==> config.mk <==
export PLATFORM = sky130hd
export DESIGN_NAME = button_hex_round
export DESIGN_NICKNAME = d
export VERILOG_FILES = /design/src/rtl/button_hex_round.sv
export SDC_FILE = /design/constraint.sdc
export NUM_CORES = 1
export LEC_CHECK = 0
export ABC_AREA = 1
export CAP_MARGIN = 40
export CORE_MARGIN = 2
export CORE_UTILIZATION = 30
export CTS_CLUSTER_DIAMETER = 200
export DETAILED_ROUTE_END_ITERATION = 6
export GPL_ROUTABILITY_DRIVEN = 0
export GPL_TIMING_DRIVEN = 0
export PLACE_DENSITY = 0.78
export SYNTH_ARGS = -nofsm -noshare
export SYNTH_HDL_FRONTEND = slang
export SYNTH_SLANG_ARGS = --single-unit
==> constraint.sdc <==
create_clock -name clk -period 0.9 [get_ports clk]
set_input_delay 0.09 -clock clk [delete_from_list [all_inputs] [get_ports clk]]
set_output_delay 0.09 -clock clk [all_outputs]
set_load 0.01 [all_outputs]
==> src/rtl/button_hex_round.sv <==
// Front-panel helper: synchronised push-button press pulse, hex to 7-segment decode, pixel saturator.
// Optional BUTTON_DEBOUNCE_EN inserts a stable-count debouncer between the synchroniser and edge detect.
module button_hex_round #(
  parameter int PRECISION       = 16,
  parameter int DEBOUNCE_CYCLES = 4
) (
  input  logic                        clk,
  input  logic                        reset,
  input  logic                        button,
  output logic                        pressed,
  input  logic [3:0]                  hex_bin,
  output logic [6:0]                  hex_seg,
  input  logic signed [PRECISION-1:0] round_in,
  output logic [7:0]                  round_out
);

  if (PRECISION < 9 || DEBOUNCE_CYCLES < 1) begin : g_bad_param
    $error("button_hex_round: PRECISION must be >= 9 and DEBOUNCE_CYCLES >= 1");
  end

  logic s1_q, s2_q, prev_q, pressed_q;
  logic pressed_d;
  logic lvl;

  // Two-flop synchroniser; both flops idle at 1 (released).
  always_ff @(posedge clk) begin
    if (reset) begin
      s1_q <= 1'b1;
      s2_q <= 1'b1;
    end else begin
      s1_q <= button;
      s2_q <= s1_q;
    end
  end

`ifdef BUTTON_DEBOUNCE_EN
  localparam int CW = $clog2(DEBOUNCE_CYCLES + 1);
  localparam logic [CW-1:0] CNT_LAST = CW'(DEBOUNCE_CYCLES - 1);

  logic [CW-1:0] cnt_q, cnt_d;
  logic          db_q, db_d;

  // Debounced level follows s2 only after it has disagreed for DEBOUNCE_CYCLES straight cycles.
  always_comb begin
    cnt_d = cnt_q;
    db_d  = db_q;
    if (s2_q == db_q) begin
      cnt_d = '0;
    end else if (cnt_q == CNT_LAST) begin
      cnt_d = '0;
      db_d  = s2_q;
    end else begin
      cnt_d = cnt_q + 1'b1;
    end
  end

  always_ff @(posedge clk) begin
    if (reset) begin
      cnt_q <= '0;
      db_q  <= 1'b1;
    end else begin
      cnt_q <= cnt_d;
      db_q  <= db_d;
    end
  end

  assign lvl = db_q;
`else
  assign lvl = s2_q;
`endif

  assign pressed_d = prev_q & ~lvl;

  always_ff @(posedge clk) begin
    if (reset) begin
      prev_q    <= 1'b1;
      pressed_q <= 1'b0;
    end else begin
      prev_q    <= lvl;
      pressed_q <= pressed_d;
    end
  end

  assign pressed = pressed_q;

  // Segments are active-low, ordered {g,f,e,d,c,b,a}.
  always_comb begin
    hex_seg = 7'b1111111;
    case (hex_bin)
      4'h0: hex_seg = 7'b1000000;
      4'h1: hex_seg = 7'b1111001;
      4'h2: hex_seg = 7'b0100100;
      4'h3: hex_seg = 7'b0110000;
      4'h4: hex_seg = 7'b0011001;
      4'h5: hex_seg = 7'b0010010;
      4'h6: hex_seg = 7'b0000010;
      4'h7: hex_seg = 7'b1111000;
      4'h8: hex_seg = 7'b0000000;
      4'h9: hex_seg = 7'b0010000;
      4'hA: hex_seg = 7'b0001000;
      4'hB: hex_seg = 7'b0000011;
      4'hC: hex_seg = 7'b1000110;
      4'hD: hex_seg = 7'b0100001;
      4'hE: hex_seg = 7'b0000110;
      4'hF: hex_seg = 7'b0001110;
      default: hex_seg = 7'b1111111;
    endcase
  end

  // Full-width signed compare so large values never alias into 0..255.
  localparam logic signed [PRECISION-1:0] SAT_MAX = PRECISION'(255);

  always_comb begin
    round_out = round_in[7:0];
    if (round_in < 0)
      round_out = 8'd0;
    else if (round_in > SAT_MAX)
      round_out = 8'd255;
  end

endmodule

==> metrics.yaml <==
status:
  status: "complete, but fails checks"
  violations: "negative setup slack"
sta:
  finClkSkew_ps: 1.84
  setup_viol: 11
  tightest_slew_ps: 546
  report.final.slew_viol_count: 0
  setup_slack_ps: -71.7
  final-hold-violation-count: 0
  max_freq_ghz: 1.03
  rsz0062_at_grt: "yes"
  min_period_over_period: 1.08
  slew_headroom: 0.636
  period_needed_ps: 972
placed_design:
  portBuffers: 37
  place_ws_ps: -1070
  dp_hpwl_um: 1140
clock_network:
  insertion_delay_ps: 230
  path_clk_slew_ps: 40
  cts.sinks: 4
  clockBufferDepth: 2
  cts_inserted_buffers: 3
  hold_buffers: 0
  cts_tree: "yes"
  htree_num_levels: 1
  ctsRootBufferMaster: "clkbuf_4"
power_and_ir_drop:
  seq_power_share: 0.232
  cell_internal_pwr_mw: 0.538
  p_comb_frac: 0.488
  powerDensity_nw_per_um2: 772
  ir_worst_vdd_uv: 341
  p_clk_frac: 0.279
  p_sw_frac: 0.328
  switchingPower_mw: 0.262
  p_leak_nw: 0.552
critical_path:
  crit_fanout: 4
  path_cells: "buf_6, nor2_2, nand2_2, nor2_4, buf_6, a21oi_2, buf_2"
  crit_arrival_ps: 880
  worstSetupStartpointType: "input port"
  path_class: "input port to primary output"
  cpMostUsedCell: "buf_6"
  cp_slowest_cell: "buf_2"
  reg2reg_from: "lvl"
  critPathMaxStageDelay_ps: 160
  critPathLaunch: "round_in[11]"
  cp-end-kind: "primary output"
  cp.required_ps: 810
floorplan:
  io_pins: 39
  die_area_sq_um: 1780
  start_util: 0.328
  num_rows: 13
  coreArea_sq_um: 1330
  die_width_um: 42.2
  die_h_um: 42.2
final_layout:
  fillers: 98
  multiInputGateArea_sq_um: 424
  seq_area_sq_um: 80.1
  post-route-util: 0.778
  antennaDiodeCount: 0
  finalNetCount: 150
  final_common_cell: "buf_2"
  layout_common_cells: "buf_2 (17), inv_1 (10), a21oi_2 (9), buf_6 (9)"
  area_delta_synth_final_pct: 137
  drive_gt1_frac: 0.613
logic_synthesis:
  synth_seq_area_share: 0.183
  synth_area_leader_cell: "dfxtp_1"
  ys_warn_count: 0
  synth_area_leaders: "dfxtp_1 (18%), ha_1 (17%), a21oi_1 (14%)"
  synth.top_cell.area_share: 0.183
  syn_area_sq_um: 438
  ys_ff_latch: 4
  syn_nets: 99
  synth_cell_types: 16
  syn_area_per_cell_sq_um: 6.26
  synthCells: 70
drt:
  drc: 0
  firstDrtPassIters: 4
  wl_um: 1790
  drt-initial-drc-count: 5
  wl_per_cell_um: 13.3
  via_count: 634
  ant_nets: 0
  viasPerCell: 4.73
worst_hold_path:
  min_path_type: "flop to flop"
  min_from: "s1_q"
grt:
  grt-ovfl-total: 0
  grt_pass1_vias: 607
  track_usage: 0.190
  antenna_found_initial: 0
  grt_max_degree: 9
  grt_first_pass_wirelength_um: 2620
run:
  max_cap_viol_count: 0
[layout make-up]
class	count	share of cell area
Buffer	1	0.00362
Clock buffer	3	0.0217
Inverter	15	0.0808
Multi-Input combinational cell	50	0.409
Sequential cell	4	0.0772
Tap cell	15	0.0181
Timing Repair Buffer	46	0.390
[power by group through the flow]
stage / Combinational (mW) / Clock, mW / Sequential [mW]
finish: 0.391 / 0.224 / 0.186
floorplan: 0.128 / 0 / 0.189
detailed placement: 0.337 / 0 / 0.189
global placement: 0.331 / 0 / 0.189
CTS: 0.349 / 0.227 / 0.186
global route: 0.424 / 0.237 / 0.186
[kinds of logic (layout without fill, tap and decap cells)]
family,count (synthesis),count (layout),synth area share
simple gates,26,26,0.274
fa+ha+maj,6,6,0.171
flops,4,4,0.183
buf+inv,16,65,0.137
compound gates,18,18,0.234
[cell usage after synthesis]
master    number
inv_1         13
dfxtp_1        4
nand2_2        1
ha_1           6
a21oi_1       12
a21boi_1       1
nor2_4         1
nand2_1       10
o21ai_1        3
inv_2          2
or2_2          3
buf_1          1
nor2_1         7
nand3_1        4
o31ai_2        1
o211ai_1       1
[metal layers]
metal  track usage  up-vias  share of wire
met1         0.210      292           0.38
met5             0        -              0
met2         0.317       17           0.55
met4         0.131        0          0.016
li1              -      321              -
met3        0.0431        4          0.046
[registers in the layout, summed over array words and instances, names as in the netlist]
name,count
s1_q,1
lvl,1
prev_q,1
pressed,1
[worst max-delay path: cells and delay by family]
kind	cells	cell delay, ps
buffers and inverters	3	410
AND/OR/NAND/NOR	3	330
AO/OA/AOI/OAI	1	50
[timing repair]
item	4_1_cts	5_1_grt
resized for setup	141	27
cloned	0	0
buffers inserted	9	0
hold endpoints to repair	0	0
pin swaps	14	19
setup endpoints to repair	16	15
[path summary, 6_finish.rpt]
check                           slack (ps)  cells past startpoint      endpoint
worst max-delay path                   -70                      7  round_out[4]
worst min-delay path                   410                      1           lvl
worst min register to register         410                      1           lvl
worst max register to register         170                      2       pressed
[through the flow]
stage | hold slack [ps] | total power [mW] | TNS (ps) | cell area, sq um | cells
5_1_grt | 422 | 0.848 | -1070 | 1040 | 134
3_5_place_dp | 404 | 0.526 | -12370 | 827 | 122
3_3_place_gp | 400 | 0.520 | -11910 | 827 | 122
4_1_cts | 410 | 0.763 | -324 | 943 | 134
6_report | 411 | 0.801 | -569 | 1040 | 134
2_1_floorplan | 194 | 0.317 | 0 | 438 | 70
Note: power is estimated with default switching activity, not from simulation.
